## src/rtl/lane_deskew_if.sv

```systemverilog
// Bundle between the training stage, the lane deskew/sync block and the frame buffer side.
// Streams carry no backpressure: a word moves on every cycle its valid/strobe is high.
interface lane_deskew_if #(
  parameter int LVDS_PAIRS = 8
);
  logic                      training_done;
  logic                      training_result;
  logic [LVDS_PAIRS*12-1:0]  data_par_trained;
  logic [LVDS_PAIRS-1:0]     data_valid;
  logic [LVDS_PAIRS*12-1:0]  pix_data;
  logic                      pix_valid;
  logic                      frame_start;
  logic                      line_start;
  logic                      lane_lock;
  logic [2:0]                sync_err;
  logic [1:0]                dbg_state;   // {armed, fsm state}

  modport master (
    output training_done, training_result, data_par_trained, data_valid,
    input  pix_data, pix_valid, frame_start, line_start, lane_lock, sync_err, dbg_state
  );

  modport slave (
    input  training_done, training_result, data_par_trained, data_valid,
    output pix_data, pix_valid, frame_start, line_start, lane_lock, sync_err, dbg_state
  );
endinterface

```

## src/rtl/lane_deskew_sync.sv

```systemverilog
// Per-lane deskew FIFOs plus lane-0 SOF/SOL decode producing a flagged, aligned pixel stream.
// Optional macro DESKEW_LANE_CHECK_EN: sync words must match on every lane.
module lane_deskew_sync #(
  parameter int          LVDS_PAIRS = 8,
  parameter int          FIFO_DEPTH = 8,
  parameter logic [11:0] SOF_CODE   = 12'hFF0,
  parameter logic [11:0] SOL_CODE   = 12'hF00,
  parameter int          LINE_WORDS = 256
) (
  input  logic          clk_rxg,
  input  logic          rst_rx,
  lane_deskew_if.slave  bus
);
  localparam int AW = $clog2(FIFO_DEPTH);
  localparam int CW = $clog2(LINE_WORDS + 1);
  localparam int W  = LVDS_PAIRS * 12;
  localparam logic [AW:0]   FULL_LVL = (AW+1)'(FIFO_DEPTH);
  localparam logic [CW-1:0] LINE_MAX = CW'(LINE_WORDS);

  typedef enum logic {ST_SEARCH = 1'b0, ST_ACTIVE = 1'b1} state_e;

  logic [11:0]   mem_q [LVDS_PAIRS][FIFO_DEPTH];
  logic [11:0]   mem_d [LVDS_PAIRS][FIFO_DEPTH];
  logic [AW:0]   wr_ptr_q [LVDS_PAIRS];
  logic [AW:0]   wr_ptr_d [LVDS_PAIRS];
  logic [AW:0]   rd_ptr_q, rd_ptr_d;
  logic          armed_q, armed_d;
  state_e        state_q, state_d;
  logic [CW-1:0] cnt_q, cnt_d;
  logic          pend_fs_q, pend_fs_d;
  logic          pend_ls_q, pend_ls_d;
  logic          pix_valid_q, pix_valid_d;
  logic          frame_start_q, frame_start_d;
  logic          line_start_q, line_start_d;
  logic [W-1:0]  pix_data_q, pix_data_d;
  logic [2:0]    sync_err_q, sync_err_d;

  logic          arm, disarm, pop, overflow, flush, all_ne, any_full_wr, lane_bad;
  logic [LVDS_PAIRS-1:0] wr;
  logic [AW:0]   level [LVDS_PAIRS];
  logic [11:0]   head [LVDS_PAIRS];
  logic [W-1:0]  head_vec;
  logic [11:0]   w0;
  logic [2:0]    err_new;

  // FIFO bookkeeping: one shared read pointer since all lanes pop together.
  always_comb begin
    arm         = bus.training_done && bus.training_result;
    disarm      = bus.training_done && !bus.training_result;
    all_ne      = 1'b1;
    any_full_wr = 1'b0;
    head_vec    = '0;
    for (int i = 0; i < LVDS_PAIRS; i++) begin
      level[i] = wr_ptr_q[i] - rd_ptr_q;
      head[i]  = mem_q[i][rd_ptr_q[AW-1:0]];
      head_vec[i*12 +: 12] = head[i];
      wr[i]    = armed_q && !disarm && bus.data_valid[i];
      if (level[i] == '0) all_ne = 1'b0;
      if (wr[i] && (level[i] == FULL_LVL)) any_full_wr = 1'b1;
    end
    pop      = armed_q && !disarm && all_ne;
    overflow = any_full_wr && !pop;
    flush    = !armed_q || disarm || overflow;

    mem_d    = mem_q;
    rd_ptr_d = pop ? rd_ptr_q + 1'b1 : rd_ptr_q;
    for (int i = 0; i < LVDS_PAIRS; i++) begin
      wr_ptr_d[i] = wr_ptr_q[i];
      if (wr[i]) begin
        mem_d[i][wr_ptr_q[i][AW-1:0]] = bus.data_par_trained[i*12 +: 12];
        wr_ptr_d[i] = wr_ptr_q[i] + 1'b1;
      end
      if (flush) wr_ptr_d[i] = '0;
    end
    if (flush) rd_ptr_d = '0;
    armed_d = arm ? 1'b1 : (disarm ? 1'b0 : armed_q);
  end

  // Frame/line decode on the word being popped; outputs register at the pop edge.
  always_comb begin
    w0            = head[0];
    state_d       = state_q;
    cnt_d         = cnt_q;
    pend_fs_d     = pend_fs_q;
    pend_ls_d     = pend_ls_q;
    pix_valid_d   = 1'b0;
    frame_start_d = 1'b0;
    line_start_d  = 1'b0;
    pix_data_d    = pix_data_q;
    err_new       = 3'b000;
    lane_bad      = 1'b0;
`ifdef DESKEW_LANE_CHECK_EN
    if ((w0 == SOF_CODE) || (w0 == SOL_CODE)) begin
      for (int i = 1; i < LVDS_PAIRS; i++) begin
        if (head[i] != w0) lane_bad = 1'b1;
      end
    end
`endif
    if (pop) begin
      if (lane_bad) begin
        err_new[2] = 1'b1;
        state_d    = ST_SEARCH;
      end else begin
        unique case (state_q)
          ST_SEARCH: begin
            if (w0 == SOF_CODE) begin
              state_d   = ST_ACTIVE;
              cnt_d     = '0;
              pend_fs_d = 1'b1;
              pend_ls_d = 1'b1;
            end
          end
          ST_ACTIVE: begin
            if (w0 == SOF_CODE) begin
              cnt_d     = '0;
              pend_fs_d = 1'b1;
              pend_ls_d = 1'b1;
            end else if (w0 == SOL_CODE) begin
              cnt_d     = '0;
              pend_ls_d = 1'b1;
            end else if (cnt_q < LINE_MAX) begin
              pix_valid_d   = 1'b1;
              frame_start_d = pend_fs_q;
              line_start_d  = pend_ls_q;
              pix_data_d    = head_vec;
              pend_fs_d     = 1'b0;
              pend_ls_d     = 1'b0;
              cnt_d         = cnt_q + CW'(1);
            end else begin
              err_new[1] = 1'b1;
              state_d    = ST_SEARCH;
            end
          end
          default: state_d = ST_SEARCH;
        endcase
      end
    end
    if (overflow) err_new[0] = 1'b1;
    if (flush) state_d = ST_SEARCH;
    sync_err_d = arm ? 3'b000 : (sync_err_q | err_new);
  end

  always_ff @(posedge clk_rxg) begin
    if (rst_rx) begin
      for (int i = 0; i < LVDS_PAIRS; i++) wr_ptr_q[i] <= '0;
      rd_ptr_q      <= '0;
      armed_q       <= 1'b0;
      state_q       <= ST_SEARCH;
      cnt_q         <= '0;
      pend_fs_q     <= 1'b0;
      pend_ls_q     <= 1'b0;
      pix_valid_q   <= 1'b0;
      frame_start_q <= 1'b0;
      line_start_q  <= 1'b0;
      pix_data_q    <= '0;
      sync_err_q    <= 3'b000;
    end else begin
      for (int i = 0; i < LVDS_PAIRS; i++) wr_ptr_q[i] <= wr_ptr_d[i];
      rd_ptr_q      <= rd_ptr_d;
      armed_q       <= armed_d;
      state_q       <= state_d;
      cnt_q         <= cnt_d;
      pend_fs_q     <= pend_fs_d;
      pend_ls_q     <= pend_ls_d;
      pix_valid_q   <= pix_valid_d;
      frame_start_q <= frame_start_d;
      line_start_q  <= line_start_d;
      pix_data_q    <= pix_data_d;
      sync_err_q    <= sync_err_d;
    end
    mem_q <= mem_d;
  end

  assign bus.pix_data    = pix_data_q;
  assign bus.pix_valid   = pix_valid_q;
  assign bus.frame_start = frame_start_q;
  assign bus.line_start  = line_start_q;
  assign bus.lane_lock   = (state_q == ST_ACTIVE);
  assign bus.sync_err    = sync_err_q;
  assign bus.dbg_state   = {armed_q, state_q};
endmodule

```

## src/flat_wrapper.sv

```systemverilog
// flat-port wrapper written by rule: the top's interface ports become plain ports
module lane_deskew_sync_flat 
#(
  parameter int          LVDS_PAIRS = 8,
  parameter int          FIFO_DEPTH = 8,
  parameter logic [11:0] SOF_CODE   = 12'hFF0,
  parameter logic [11:0] SOL_CODE   = 12'hF00,
  parameter int          LINE_WORDS = 256
)
  (clk_rxg, rst_rx, bus_training_done, bus_training_result, bus_data_par_trained, bus_data_valid, bus_pix_data, bus_pix_valid, bus_frame_start, bus_line_start, bus_lane_lock, bus_sync_err, bus_dbg_state);
  lane_deskew_if #(.LVDS_PAIRS(LVDS_PAIRS)) bus_i ();
  input  logic clk_rxg;
  input  logic rst_rx;
  input wire logic [$bits(bus_i.training_done)-1:0] bus_training_done;
  input wire logic [$bits(bus_i.training_result)-1:0] bus_training_result;
  input wire logic [$bits(bus_i.data_par_trained)-1:0] bus_data_par_trained;
  input wire logic [$bits(bus_i.data_valid)-1:0] bus_data_valid;
  output wire logic [$bits(bus_i.pix_data)-1:0] bus_pix_data;
  output wire logic [$bits(bus_i.pix_valid)-1:0] bus_pix_valid;
  output wire logic [$bits(bus_i.frame_start)-1:0] bus_frame_start;
  output wire logic [$bits(bus_i.line_start)-1:0] bus_line_start;
  output wire logic [$bits(bus_i.lane_lock)-1:0] bus_lane_lock;
  output wire logic [$bits(bus_i.sync_err)-1:0] bus_sync_err;
  output wire logic [$bits(bus_i.dbg_state)-1:0] bus_dbg_state;
  assign bus_i.training_done = bus_training_done;
  assign bus_i.training_result = bus_training_result;
  assign bus_i.data_par_trained = bus_data_par_trained;
  assign bus_i.data_valid = bus_data_valid;
  assign bus_pix_data = bus_i.pix_data;
  assign bus_pix_valid = bus_i.pix_valid;
  assign bus_frame_start = bus_i.frame_start;
  assign bus_line_start = bus_i.line_start;
  assign bus_lane_lock = bus_i.lane_lock;
  assign bus_sync_err = bus_i.sync_err;
  assign bus_dbg_state = bus_i.dbg_state;
  lane_deskew_sync #(.LVDS_PAIRS(LVDS_PAIRS), .FIFO_DEPTH(FIFO_DEPTH), .SOF_CODE(SOF_CODE), .SOL_CODE(SOL_CODE), .LINE_WORDS(LINE_WORDS)) u_core (.clk_rxg(clk_rxg), .rst_rx(rst_rx), .bus(bus_i));
endmodule
```

## config.mk

```make
export PLATFORM = sky130hd
export DESIGN_NAME = lane_deskew_sync_flat
export DESIGN_NICKNAME = d
export VERILOG_FILES = /design/src/rtl/lane_deskew_if.sv /design/src/rtl/lane_deskew_sync.sv /design/src/flat_wrapper.sv
export SDC_FILE = /design/constraint.sdc
export NUM_CORES = 1
export LEC_CHECK = 0
export BUFFER_PORTS_ARGS = -buffer_cell sky130_fd_sc_hd__buf_2
export CORE_MARGIN = 2
export CORE_UTILIZATION = 37
export CTS_CLUSTER_DIAMETER = 150
export DETAILED_ROUTE_END_ITERATION = 7
export GPL_ROUTABILITY_DRIVEN = 0
export RECOVER_POWER = 100
export SLEW_MARGIN = 25
export SYNTH_ARGS = -nofsm -noshare
export SYNTH_HDL_FRONTEND = slang
export SYNTH_SLANG_ARGS = --single-unit
```

## constraint.sdc

```tcl
create_clock -name clk_rxg -period 12.9 [get_ports clk_rxg]
set_input_delay 0.645 -clock clk_rxg [delete_from_list [all_inputs] [get_ports clk_rxg]]
set_output_delay 0.645 -clock clk_rxg [all_outputs]
set_load 0.05 [all_outputs]
```

==> flow_summary.toml <==
[synthesis]
syn-instance-count = 1949
synth_top_cells_by_count = "sky130_fd_sc_hd__edfxtp_1 (768), sky130_fd_sc_hd__mux4_2 (192), sky130_fd_sc_hd__dfxtp_1 (150)"
leading_cell_type_by_number_of_instances_after_synthesis = "sky130_fd_sc_hd__edfxtp_1"
post-synth-top-area-cell = "sky130_fd_sc_hd__edfxtp_1"
syn_avg_cell_area_sq_um = 18.4
portion_of_the_post_synthesis_area_used_by_sequential_elements_pct = 72.8
netlist.area_leader.share_pct = 64.4
primary_flip_flop_cell_chosen_by_synthesis_mapping = "sky130_fd_sc_hd__edfxtp_1"
mapped_nets = 2091
count_of_flip_flops_with_a_built_in_enable_after_synthesis = 768
ys_seq_elements = 918
postSynth.asyncResetShare_pct = 0
post_synth_num_cell_types = 54
ys.warnings.count = 0
synthTopCellsByArea = "sky130_fd_sc_hd__edfxtp_1 (64%), sky130_fd_sc_hd__mux4_2 (12%), sky130_fd_sc_hd__dfxtp_1 (8.4%)"
synthesis.area_sq_mm = 0.0358

[routing]
drt_pre_antenna_iters = 5
routed_via_count_divided_by_cell_count = 5.27
dr_wl_met3_microns = 4910
routedWlPerCell_microns = 22.6
route.layer.met1.wl_microns = 33900
drt_iter0_drc = 1353
routed-via-count = 18774
routed_wl_microns = 80500
ant_nets = 0
post-route-drc-count = 0
route.top_layer_used = "met5"
met2WireLength_microns = 39700

[clocking]
cts.sink_count = 918
cts_hold_repair.buffers = 0
cts_buffer_depth = 3
cts_buffer_count = 96
clock_tree.htree_level_count = 3
clock_edge_transition_at_the_registers_on_the_reported_setup_and_hold_paths_ns = 0.06
cts_tree = "yes"
post-cts-setup-buffer-count = 0
worstSkewPairLatency_ns = 0.68
clock-root-buffer = "sky130_fd_sc_hd__clkbuf_16"
cts-resized-gates = 0

[die]
initial_core_util_pct = 37.2
chipHeight_microns = 315
chipWidth_microns = 315
coreArea_sq_mm = 0.0963
floorplan.die_area_sq_mm = 0.0993
ios = 213
placementRows = 114

[sta]
slew_headroom_pct = -50.5
worst_slew_pin_slew_ns = 2.26
final.hold.worst_slack_ns = 0.294
final_max_slew_viol_count = 195
setup-tns-final_ns = 0
maximum_clock_frequency_ghz = 0.138
hold_viol_final = 0
clock_skew_ns = 0.0287
grt_setup_unrepaired = "no"
fin_crit_sh_pct = 56.4
setup_viol = 0
period_minus_slack_ns = 7.27

[flow_run]
cap_violations = 10

[finish]
drive_above_1_share_pct = 16.9
num-fill-cells = 8500
finish.net_count = 2343
final_util_pct = 42.9
areaGrowthSynthToFinish_pct = 15.4

[worst_hold_path]
worst_hold_path_class = "in2reg"

[global_route]
first_global_vias = 19181
groute.usage.overall_pct = 16.1
grt_start_max_net_pins = 118
wire_length_of_the_first_global_routing_pass_microns = 120000
antenna_found_initial = 18
grt.overflow.total = 0

[setup_path]
crit_buf_inv = 4
cp_cell_sequence = "buf_12 -> buf_16 -> buf_6 -> ha_1 -> nand3b_1 -> a21oi_1 -> o211ai_1 -> nand4_1 -> nor4_1 -> clkbuf_1 -> a21oi_1 -> a311oi_1"
critPathSlowestCell = "sky130_fd_sc_hd__dfxtp_1"
critical_path_arrival_ns = 7.83
worst_path_most_repeated_cell = "sky130_fd_sc_hd__a21oi_1"
worstPathRequired_ns = 13.46
worst_path_dominant_cell_family = "buffers and inverters"
critical_path.max_stage_delay_ns = 1.82
worstPathMaxFanout = 75
crit_path_start_kind = "register"
timing_worst_setup_path_type = "reg2reg"
critPathCaptureType = "register"

[pwr]
power_per_cell_area_mw_per_mm2 = 148
static_leakage_power_nw = 12.9
ir_worst_vdd_v = 0.000131

[run_status]
result_of_the_run = "finished, violations left"
violations_in_the_final_reports = "max-capacitance violations, max-slew violations"

[placement]
dp.final_hpwl_microns = 48200
placement.io_buffers = 211
tightest hold or removal path, stage by stage:
cell and delay, ns:
sky130_fd_sc_hd__buf_2 0.13, sky130_fd_sc_hd__nand3_1 0.08, sky130_fd_sc_hd__a21oi_1 0.05
cell usage in the layout (no fill, tap or decap), drive strengths merged, types with 5 or more instances in the layout:
master / Yosys / layout
mux2i: 97 / 97
bufinv: 0 / 13
a211oi: 6 / 6
nand3: 26 / 26
clkinv: 0 / 47
a21oi: 126 / 126
xnor2: 26 / 26
nor2b: 8 / 8
inv: 20 / 24
nand2: 43 / 43
mux4: 192 / 192
xor2: 12 / 12
mux2: 6 / 6
edfxtp: 768 / 768
clkbuf: 77 / 366
nor2: 80 / 80
nor3: 36 / 36
nand4: 9 / 9
or2: 5 / 5
buf: 44 / 23
dfxtp: 150 / 150
o32ai: 5 / 5
ha: 34 / 34
a311oi: 90 / 90
nand2b: 33 / 33
o21ai: 9 / 9
nand3b: 8 / 8
layer usage:
layer	vias up	global-route usage, %
met5	-	0
li1	8456	-
met4	22	5.17
met2	465	26.6
met1	9690	21.0
met3	141	3.85
through the flow:
stage / instance area, sq um / instances / total power, mW / setup WS, ns
finish: 41300 / 3564 / 6.12 / 5.63
global route: 41300 / 3564 / 6.31 / 4.64
CTS: 41800 / 3559 / 6.19 / 6.65
detailed placement: 38600 / 3378 / 3.36 / 6.67
global placement: 38600 / 3378 / 3.36 / 6.92
floorplan: 35800 / 1949 / 3.31 / 8.71
area by class of cell:
cell class                      count  area [sq um]  share of cell area [%]
Clock buffer                      114          2500                    6.05
Sequential cell                   918         26100                    63.1
Inverter                           20          80.1                   0.194
Antenna cell                        4          10.0                  0.0242
Clock inverter                     67           776                    1.88
Timing Repair Buffer              275          1130                    2.74
Multi-Input combinational cell    890          9180                    22.2
Tap cell                         1276          1600                    3.86
logic make-up (layout without fill, tap and decap cells):
kind of cell	after synthesis	after routing	share of synthesized area, %
adders and majority gates	34	34	1.19
DFF	918	918	72.8
AOI/OAI and AO/OA	253	253	4.77
muxes	295	295	15.0
xor gates and xnor gates	38	38	0.929
other	1	5	0.0105
and+or+nand+nor	269	269	3.76
buffers and inverters	141	476	1.60
registers in the layout, indices dropped and copies added, names as in the netlist:
| name | flops |
|---|---|
| u_core.armed_q | 1 |
| u_core.bus.frame_start | 1 |
| u_core.bus.lane_lock | 1 |
| u_core.bus.line_start | 1 |
| u_core.bus.pix_data | 96 |
| u_core.bus.pix_valid | 1 |
| u_core.bus.sync_err | 2 |
| u_core.cnt_q | 9 |
| u_core.mem_q | 768 |
| u_core.pend_fs_q | 1 |
| u_core.pend_ls_q | 1 |
| u_core.rd_ptr_q | 4 |
| u_core.wr_ptr_q | 32 |
path summary, 6_finish.rpt:
path,startpoint,end,slack [ns],cells after the start
worst min-delay path,bus_data_valid[7],u_core.wr_ptr_q[3][5]$_SDFFE_PP0P_,0.29,3
worst max register to register,u_core.rd_ptr_q[0]$_SDFFE_PP0N_,u_core.bus.pix_data[19]$_SDFFE_PP0P_,5.63,12
worst min register to register,u_core.pend_ls_q$_SDFFE_PP0P_,u_core.pend_ls_q$_SDFFE_PP0P_,0.49,2
worst max-delay path,u_core.rd_ptr_q[0]$_SDFFE_PP0N_,u_core.bus.pix_data[19]$_SDFFE_PP0P_,5.63,12
report_power, final:
| group | total [mW] | internal (mW) | switching, mW |
|---|---|---|---|
| Sequential | 3.22 | 3.22 | 0.00231 |
| Clock | 2.82 | 1.66 | 1.16 |
| Combinational | 0.0762 | 0.0186 | 0.0576 |
| Total | 6.12 | 4.90 | 1.22 |
Note: power is estimated with default switching activity, not from simulation.
